File: src/rtl/remote_comm.sv
// remote_comm: host-side UART link, sends a 16-bit command as two 8N1 bytes (high first) and receives 1-byte responses.
// Latency: TX start bit 1 clk after snd_cmd; cmd_snt 20*BAUD_DIV+1 clks after strobe; resp ~9.5*BAUD_DIV+1 clks after RX start edge.
// Backpressure: none; snd_cmd is ignored while a send is in flight, and resp is overwritten by each new received byte.
// Optional RX_SYNC: define RMT_RX_SYNC_EN to add a 2-flop synchronizer on RX (+2 clks RX latency).
module remote_comm #(
  parameter int BAUD_DIV = 2604
) (
  input  logic        clk,
  input  logic        rst_n,
  input  logic        RX,
  output logic        TX,
  input  logic [15:0] cmd,
  input  logic        snd_cmd,
  output logic        cmd_snt,
  output logic        resp_rdy,
  output logic [7:0]  resp
);

  // Baud counters are never narrower than 12 bits so the default divider fits.
  localparam int CW = ($clog2(BAUD_DIV) > 12) ? $clog2(BAUD_DIV) : 12;
  localparam logic [CW-1:0] BAUD_LAST = CW'(BAUD_DIV - 1);
  localparam logic [CW-1:0] HALF_LAST = CW'(BAUD_DIV / 2 - 1);

  typedef enum logic [1:0] {IDLE, SEND_HI, SEND_LO} tx_state_e;
  typedef enum logic {RX_IDLE, RX_BUSY} rx_state_e;

  // ---------------- transmit side ----------------
  tx_state_e       tx_state_q, tx_state_d;
  logic [15:0]     cmd_hold_q, cmd_hold_d;
  logic [CW-1:0]   tx_baud_q, tx_baud_d;
  logic [3:0]      tx_bit_q, tx_bit_d;
  logic            tx_q, tx_d;
  logic            cmd_snt_q, cmd_snt_d;
  logic [7:0]      tx_byte;
  logic            snd_acc;

  // A strobe only counts when the sender is idle; it also clears resp_rdy.
  assign snd_acc = (tx_state_q == IDLE) && snd_cmd;
  assign tx_byte = (tx_state_q == SEND_HI) ? cmd_hold_q[15:8] : cmd_hold_q[7:0];

  // Send FSM: tx_q is the registered line value for the bit that starts on the next edge.
  always_comb begin
    tx_state_d = tx_state_q;
    cmd_hold_d = cmd_hold_q;
    tx_baud_d  = tx_baud_q;
    tx_bit_d   = tx_bit_q;
    tx_d       = tx_q;
    cmd_snt_d  = cmd_snt_q;
    case (tx_state_q)
      IDLE: begin
        if (snd_cmd) begin
          cmd_hold_d = cmd;
          cmd_snt_d  = 1'b0;
          tx_d       = 1'b0;
          tx_baud_d  = '0;
          tx_bit_d   = 4'd0;
          tx_state_d = SEND_HI;
        end
      end
      SEND_HI, SEND_LO: begin
        if (tx_baud_q == BAUD_LAST) begin
          tx_baud_d = '0;
          if (tx_bit_q == 4'd9) begin
            // End of stop bit: chain straight into the low byte, or finish.
            tx_bit_d = 4'd0;
            if (tx_state_q == SEND_HI) begin
              tx_d       = 1'b0;
              tx_state_d = SEND_LO;
            end else begin
              tx_d       = 1'b1;
              cmd_snt_d  = 1'b1;
              tx_state_d = IDLE;
            end
          end else begin
            tx_bit_d = tx_bit_q + 4'd1;
            tx_d     = (tx_bit_q == 4'd8) ? 1'b1 : tx_byte[tx_bit_q[2:0]];
          end
        end else begin
          tx_baud_d = tx_baud_q + CW'(1);
        end
      end
      default: tx_state_d = IDLE;
    endcase
  end

  // Transmit state registers; reset forces the line idle-high immediately.
  always_ff @(posedge clk or negedge rst_n) begin
    if (!rst_n) begin
      tx_state_q <= IDLE;
      cmd_hold_q <= '0;
      tx_baud_q  <= '0;
      tx_bit_q   <= 4'd0;
      tx_q       <= 1'b1;
      cmd_snt_q  <= 1'b0;
    end else begin
      tx_state_q <= tx_state_d;
      cmd_hold_q <= cmd_hold_d;
      tx_baud_q  <= tx_baud_d;
      tx_bit_q   <= tx_bit_d;
      tx_q       <= tx_d;
      cmd_snt_q  <= cmd_snt_d;
    end
  end

  assign TX      = tx_q;
  assign cmd_snt = cmd_snt_q;

  // ---------------- receive side ----------------
  logic rx_in;

`ifdef RMT_RX_SYNC_EN
  logic rx_s1_q, rx_s2_q;

  // Two-flop synchronizer, preset to the idle level.
  always_ff @(posedge clk or negedge rst_n) begin
    if (!rst_n) begin
      rx_s1_q <= 1'b1;
      rx_s2_q <= 1'b1;
    end else begin
      rx_s1_q <= RX;
      rx_s2_q <= rx_s1_q;
    end
  end

  assign rx_in = rx_s2_q;
`else
  assign rx_in = RX;
`endif

  rx_state_e     rx_state_q, rx_state_d;
  logic [CW-1:0] rx_baud_q, rx_baud_d;
  logic [3:0]    rx_bit_q, rx_bit_d;
  logic [7:0]    rx_shift_q, rx_shift_d;
  logic          rx_prev_q, rx_prev_d;
  logic [7:0]    resp_q, resp_d;
  logic          resp_rdy_q, resp_rdy_d;
  logic          rx_fall;

  assign rx_fall = rx_prev_q & ~rx_in;

  // Receive FSM: bit 0 is the half-bit wait to start-bit centre, bits 1..8 data, bit 9 stop.
  always_comb begin
    rx_state_d = rx_state_q;
    rx_baud_d  = rx_baud_q;
    rx_bit_d   = rx_bit_q;
    rx_shift_d = rx_shift_q;
    rx_prev_d  = rx_in;
    resp_d     = resp_q;
    resp_rdy_d = resp_rdy_q;
    if (snd_acc) resp_rdy_d = 1'b0;
    case (rx_state_q)
      RX_IDLE: begin
        if (rx_fall) begin
          rx_state_d = RX_BUSY;
          rx_baud_d  = '0;
          rx_bit_d   = 4'd0;
          resp_rdy_d = 1'b0;
        end
      end
      RX_BUSY: begin
        if (rx_bit_q == 4'd0) begin
          if (rx_baud_q == HALF_LAST) begin
            rx_baud_d = '0;
            rx_bit_d  = 4'd1;
          end else begin
            rx_baud_d = rx_baud_q + CW'(1);
          end
        end else if (rx_baud_q == BAUD_LAST) begin
          rx_baud_d = '0;
          if (rx_bit_q == 4'd9) begin
            // Stop-bit sample point: accept the byte without checking the stop level.
            resp_d     = rx_shift_q;
            resp_rdy_d = 1'b1;
            rx_bit_d   = 4'd0;
            rx_state_d = RX_IDLE;
          end else begin
            rx_shift_d = {rx_in, rx_shift_q[7:1]};
            rx_bit_d   = rx_bit_q + 4'd1;
          end
        end else begin
          rx_baud_d = rx_baud_q + CW'(1);
        end
      end
      default: rx_state_d = RX_IDLE;
    endcase
  end

  // Receive state registers; reset discards any partial byte.
  always_ff @(posedge clk or negedge rst_n) begin
    if (!rst_n) begin
      rx_state_q <= RX_IDLE;
      rx_baud_q  <= '0;
      rx_bit_q   <= 4'd0;
      rx_shift_q <= 8'h00;
      rx_prev_q  <= 1'b1;
      resp_q     <= 8'h00;
      resp_rdy_q <= 1'b0;
    end else begin
      rx_state_q <= rx_state_d;
      rx_baud_q  <= rx_baud_d;
      rx_bit_q   <= rx_bit_d;
      rx_shift_q <= rx_shift_d;
      rx_prev_q  <= rx_prev_d;
      resp_q     <= resp_d;
      resp_rdy_q <= resp_rdy_d;
    end
  end

  assign resp     = resp_q;
  assign resp_rdy = resp_rdy_q;

endmodule

File: config.mk
export PLATFORM = sky130hd
export DESIGN_NAME = remote_comm
export DESIGN_NICKNAME = d
export VERILOG_FILES = /design/src/rtl/remote_comm.sv
export SDC_FILE = /design/constraint.sdc
export NUM_CORES = 1
export LEC_CHECK = 0
export CAP_MARGIN = 20
export CORE_UTILIZATION = 30
export DETAILED_ROUTE_END_ITERATION = 16
export DONT_BUFFER_PORTS = 1
export GPL_TIMING_DRIVEN = 1
export SYNTH_ARGS = -nofsm -noshare
export SYNTH_HDL_FRONTEND = slang
export SYNTH_SLANG_ARGS = --single-unit
File: constraint.sdc
create_clock -name clk -period 3 [get_ports clk]
set_input_delay 0.6 -clock clk [delete_from_list [all_inputs] [get_ports clk]]
set_output_delay 0.6 -clock clk [all_outputs]
set_load 0.02 [all_outputs]
==> flow_metrics.py, run 1 <==
metrics = {
    "detailed_routing": {
        "drc_errors": 0,
        "antenna_left": 0,
        "drt_iter0_markers": 166,
        "wire_per_inst_um": 14.7,
        "drt_pre_antenna_iters": 4,
        "num_vias": 2404,
        "avgViaCountPerCell": 5.14,
        "wirelength_mm": 6.86,
    },
    "layout": {
        "n_antenna_cell": 0,
        "fill_cells": 1100,
        "fin_nets": 350,
        "final_cell_mix": "dfrtp_1, nand2_1, mux2_2, inv_1, o21ai_0",
        "final_common_cell": "dfrtp_1",
        "finalNonFillerCells": 468,
        "area_delta_synth_final_pct": 13.7,
        "drive_gt1_share_pct": 17.2,
    },
    "synth": {
        "synth-seq-cells": 71,
        "syn_avg_cell_area_um2": 11.1,
        "ys.flop_type": "dfrtp_1",
        "synth-edff-count": 0,
        "syn_nets": 347,
        "synth_area_um2": 3540,
        "synth_cells": 318,
        "synthArstFlopShare_pct": 100,
        "ys_seq_area_share_pct": 50.3,
        "synth_cell_type_count": 55,
        "yosysWarnings": 0,
    },
    "sta": {
        "maxSlewViolCount": 0,
        "fin_skew_ns": 0.00573,
        "final_hold_viol_count": 0,
        "relSlewSlack_pct": 43.6,
        "post-route-min-period_ns": 2.38,
        "rsz0062_at_grt": "false",
        "fmax_mhz": 421,
        "setup_violations": 0,
        "worst_pin_slew_ns": 0.844,
        "tns_ns": 0,
        "fin_crit_sh_pct": 79.2,
    },
    "place": {
        "dp_hpwl_mm": 4.54,
        "gp_congestion": 0.780,
        "dp_cells": 452,
        "io_buffers": 0,
    },
    "floorplan": {
        "fp.dieW_um": 111,
        "die_area_um2": 12200,
        "fp-row-count": 39,
        "core_area_um2": 11500,
        "die_h_um": 111,
        "initial_core_util_pct": 30.9,
        "ios": 31,
    },
    "clock_network": {
        "cts_buffer_depth": 2,
        "cts_root_buf": "clkbuf_16",
        "cts_tree": "built",
        "htree_levels": 3,
        "clock_latency_ns": 0.33,
        "clock_sinks": 71,
        "cts_buffers": 9,
        "clkTransAtPathRegs_ns": 0.06,
    },
    "worst_setup_path": {
        "endpoint_kind": "register",
        "crit_arrival_ns": 2.64,
        "slowest_stage": "or4_1",
        "crit_chain": "inv_1, ha_1, or3b_1, nor4_2, a21oi_2, or4_1, nand3_1",
        "crit_path_start_kind": "register",
        "worst_ep_required_time_ns": 3.27,
        "max_stage_delay_ns": 0.51,
        "cp_max_fo": 10,
        "path_class": "register to register",
    },
    "global_routing": {
        "overflow": 0,
        "grt_pass1_wl_mm": 11.8,
        "grt.total_usage_pct": 12.2,
        "first_global_vias": 2347,
        "antenna_found_initial": 0,
        "grt_start_max_net_pins": 70,
    },
    "status": {
        "status": "finished, final reports clean",
    },
    "pwr": {
        "peakVddDrop_v": 0.000564,
        "power.density_nw_per_um2": 842,
        "cellLeakagePower_nw": 1.80,
    },
    "job": {
        "drv_cap": 0,
    },
    "hold_path": {
        "hold_class": "primary input to asynchronous set/reset pin",
    },
}
==> worst max-delay path: cells and delay by family (launching register included) <==
family | cells | cell delay (ns)
AND/OR/NAND/NOR | 4 | 1.44
buffers and inverters | 1 | 0.09
AO/OA/AOI/OAI | 1 | 0.16
adder cells (fa/ha/maj) | 1 | 0.17
flip-flops | 1 | 0.45
==> path summary, 6_finish.rpt <==
kind                                              to                 startpoint  slack [ns]  cells after the start
hold reg to reg            rx_shift_q[0]$_DFFE_PN0P_  rx_shift_q[0]$_DFFE_PN0P_        0.49                      1
min in group clk                 rx_prev_q$_DFF_PN1_                         RX        0.26                      0
hold / removal                   rx_prev_q$_DFF_PN1_                      rst_n        0.11                      0
max in group asynchronous    rx_bit_q[1]$_DFFE_PN0P_                      rst_n        2.58                      1
setup reg to reg             rx_bit_q[3]$_DFFE_PN0P_    rx_bit_q[0]$_DFFE_PN0P_        0.62                      7
setup / recovery             rx_bit_q[3]$_DFFE_PN0P_    rx_bit_q[0]$_DFFE_PN0P_        0.62                      7
==> power by group <==
part / total (mW) / leakage [nW] / internal, mW / switching, mW
combinational: 0.878 / 0.733 / 0.433 / 0.445
clock: 1.12 / 0.151 / 0.721 / 0.395
sequential: 1.39 / 0.915 / 1.18 / 0.212
==> metal layers <==
metal	global-route usage, %	wire length, um
met1	16.2	3380
met2	18.3	3120
met3	4.83	298
met4	3.47	60
met5	0	0
==> through the flow <==
| step | area [um^2] | worst slack [ns] | hold WS [ns] | power, mW | util [%] |
|---|---|---|---|---|---|
| after floorplan | 3540 | 0.799 | 0.304 | 2.07 | - |
| after global placement | 3680 | 0.717 | 0.306 | 2.24 | 32.1 |
| after detailed placement | 3680 | 0.643 | 0.306 | 2.27 | 32.1 |
| after CTS | 4020 | 0.621 | 0.0941 | 3.42 | 35.1 |
| after global routing | 4020 | 0.486 | 0.0887 | 3.60 | 35.1 |
| final | 4020 | 0.624 | 0.111 | 3.39 | 35.1 |
==> repair_timing <==
action / in CTS / in global routing
resized for setup: 0 / 0
setup buffers: 0 / 0
hold buffers: 1 / 0
hold endpoints to repair: 69 / 0
endpoints found under the setup margin: 0 / 0
==> logic make-up after synthesis <==
family	count (synthesis)	synth area share, %
simple gates	106	16.8
flops	71	50.3
compound gates	54	10.0
mux	45	15.3
buf+inv	27	2.93
fa+ha+maj	9	3.18
xor+xnor	6	1.49
==> synthesized netlist by cell type (all sizes together) (3+ instances only) <==
library cell	number	area, um^2
dfrtp	69	1730
mux2	34	383
nand2	33	124
inv	17	63.8
a21oi	15	78.8
o21ai	15	75.1
nand3	14	70.1
nor2	14	52.6
ha	9	113
clkbuf	8	30.0
mux2i	7	70.1
and3	5	31.3
nand4	5	37.5
nor3	5	25.0
xor2	5	43.8
mux4	4	90.1
nor2b	4	25.0
o211ai	4	30.0
o31ai	4	30.0
or3	4	25.0
and2	3	18.8
nor4	3	40.0
o41ai	3	26.3
==> registers in the layout, indices dropped and copies added (netlist names) <==
name        cells
cmd_hold_q     16
cmd_snt         1
rx_state_q      1
resp_rdy        1
rx_prev_q       1
tx_bit_q        4
rx_bit_q        4
resp            8
TX              1
rx_shift_q      8
rx_baud_q      12
tx_baud_q      12
tx_state_q      2
==> area by class of cell <==
class / instances / area, um^2 / share of cell area [%]
multi-input combinational: 220 / 1660 / 41.1
clock inverter: 6 / 86.3 / 2.15
tap: 143 / 179 / 4.45
sequential: 71 / 1780 / 44.2
timing repair buffer: 2 / 35.0 / 0.871
clock buffer: 9 / 225 / 5.60
inverter: 17 / 63.8 / 1.59
No activity file was read; power rests on OpenSTA's default activity.
==> run 2: changes to the inputs <==
- clock period: 3 -> 2.1 ns (I/O delays scaled with it)
==> flow_metrics.py, run 2 (same netlist as run 1, synthesis figures left out) <==
metrics = {
    "clock_network": {
        "clock_sinks": 71,
        "clock_latency_ns": 0.34,
        "cts_tree": "built",
        "cts_root_buf": "clkbuf_16",
        "htree_levels": 3,
        "clkTransAtPathRegs_ns": 0.06,
        "cts_buffer_depth": 2,
        "cts_buffers": 9,
    },
    "detailed_routing": {
        "wirelength_mm": 7.47,
        "routed-wl-met3_um": 188,
        "drt_iter0_markers": 126,
        "wire_per_inst_um": 15.0,
        "wl_met2_mm": 3.70,
        "num_vias": 2519,
        "drt_pre_antenna_iters": 4,
        "drc_errors": 0,
        "avgViaCountPerCell": 5.05,
        "antenna_left": 0,
        "wirelength_met1_mm": 3.50,
        "topRoutingLayerUsed": "met4",
    },
    "hold_path": {
        "hold_end": "rx_prev_q$_DFF_PN1_",
        "whs_path_depth": 0,
        "holdCritStartpoint": "RX",
        "hold_class": "primary input to register",
    },
    "sta": {
        "fin_skew_ns": 0.00713,
        "setup_violations": 0,
        "fin_crit_sh_pct": 97.5,
        "fmax_mhz": 489,
        "final_hold_viol_count": 0,
        "tns_ns": 0,
        "post-route-min-period_ns": 2.05,
        "rsz0062_at_grt": "true",
        "maxSlewViolCount": 0,
        "relSlewSlack_pct": 67.5,
        "worst_pin_slew_ns": 0.474,
    },
    "global_routing": {
        "grt.total_usage_pct": 13.3,
        "first_global_vias": 2566,
        "grt_start_max_net_pins": 72,
        "grt_pass1_wl_mm": 12.8,
        "overflow": 0,
        "antenna_found_initial": 0,
    },
    "place": {
        "dp_hpwl_mm": 5.15,
        "place_area_um2": 3910,
        "gp_congestion": 0.835,
        "io_buffers": 0,
    },
    "layout": {
        "fill_cells": 1099,
        "reg.largest.list": "cmd_hold_q x16, rx_baud_q x12, tx_baud_q x12",
        "drive_gt1_share_pct": 26.4,
        "fin_nets": 381,
        "final_common_cell": "dfrtp_1",
        "final_cell_mix": "dfrtp_1, nand2_1, buf_4, mux2_2, inv_1",
        "area_delta_synth_final_pct": 20.6,
        "largest_register_ffs": 16,
        "utilization_pct": 37.2,
        "largest_register": "cmd_hold_q",
        "n_antenna_cell": 0,
        "finalInstanceArea_um2": 4270,
    },
    "floorplan": {
        "die_area_um2": 12200,
        "ios": 31,
        "initial_core_util_pct": 30.9,
        "core_area_um2": 11500,
        "die_h_um": 111,
        "fp.dieW_um": 111,
        "fp-row-count": 39,
    },
    "worst_setup_path": {
        "cp_max_fo": 4,
        "slowest_stage": "or3b_2",
        "r2r_end": "rx_bit_q[3]$_DFFE_PN0P_",
        "endpoint_kind": "register",
        "max_stage_delay_ns": 0.49,
        "crit_chain": "or3b_2, nor4_4, buf_4, a21oi_4, or4_1, nand3_1",
        "worst_ep_required_time_ns": 2.37,
        "rr_startpoint": "rx_baud_q[3]$_DFFE_PN0P_",
        "crit_path_start_kind": "register",
        "r2r_cells": 6,
        "path_class": "register to register",
        "reg2reg_slack_ns": 0.05,
        "crit_arrival_ns": 2.31,
    },
    "pwr": {
        "power.density_nw_per_um2": 1140,
        "cellLeakagePower_nw": 1.95,
        "peakVddDrop_v": 0.000713,
    },
    "job": {
        "drv_cap": 0,
    },
    "status": {
        "status": "finished, final reports clean",
    },
}
run 2: changes by cell type in the layout (fill, tap and decap cells not counted), sizes merged:
cell	previous run	this run
clkbuf	9	11
clkinvlp	1	0
dlygate4sd3	0	1
buf	2	32
clkinv	3	4
bufinv	2	0
run 2: metrics by stage:
step | hold slack, ns | instances | worst slack (ns) | power [mW]
after floorplan | 0.124 | 318 | 0.0397 | 2.97
after global placement | 0.126 | 481 | 0.0839 | 3.44
after detailed placement | 0.126 | 481 | 0.0440 | 3.49
after CTS | 0.0631 | 498 | 0.0215 | 4.90
after global routing | 0.0576 | 499 | -0.0235 | 5.20
final | 0.0754 | 499 | 0.0534 | 4.89
run 2: how the worst max path moves through the flow:
stage / from / to / slack, ns / depth (start not counted)
floorplan: rx_baud_q[7]$_DFFE_PN0P_ / rx_bit_q[3]$_DFFE_PN0P_ / 0.04 / 6
global placement: rx_baud_q[7]$_DFFE_PN0P_ / rx_shift_q[5]$_DFFE_PN0P_ / 0.08 / 4
detailed placement: rx_baud_q[7]$_DFFE_PN0P_ / rx_shift_q[0]$_DFFE_PN0P_ / 0.04 / 4
CTS: rx_baud_q[7]$_DFFE_PN0P_ / rx_shift_q[1]$_DFFE_PN0P_ / 0.02 / 4
global route: rx_bit_q[0]$_DFFE_PN0P_ / rx_bit_q[3]$_DFFE_PN0P_ / -0.02 / 8
finish: rx_baud_q[3]$_DFFE_PN0P_ / rx_bit_q[3]$_DFFE_PN0P_ / 0.05 / 6
run 2: power by group:
part / switching (mW) / total (mW) / internal, mW
clock network: 0.555 / 1.34 / 0.788
logic: 0.779 / 1.59 / 0.809
registers: 0.265 / 1.95 / 1.69
run 2: timing repair:
action,CTS,global route
endpoints found under the hold margin,71,0
gates resized for setup,0,13
setup endpoints to repair,0,23
hold buffers,2,0
setup buffers,0,1
run 2: critical path: cells and delay by family, from the launching register on:
family / cells / cell delay [ns]
DFF: 1 / 0.41
and+or+nand+nor: 4 / 1.36
buffers and inverters: 1 / 0.17
AOI/OAI and AO/OA: 1 / 0.03
run 2: area by class of cell:
type	instances	area, um^2	area share [%]
clock buffers	11	233	5.45
clock inverters	4	23.8	0.557
inverters	17	63.8	1.50
multi-input cells	220	1710	40.2
flip-flops and latches	71	1780	41.7
well taps	143	179	4.19
repair buffers	33	274	6.42
run 2: per-layer routing:
metal  up-vias  GRT usage [%]
met5         -              0
met4         0           5.78
met3         5           4.17
met2        27           20.4
met1      1267           17.2
li1       1220              -
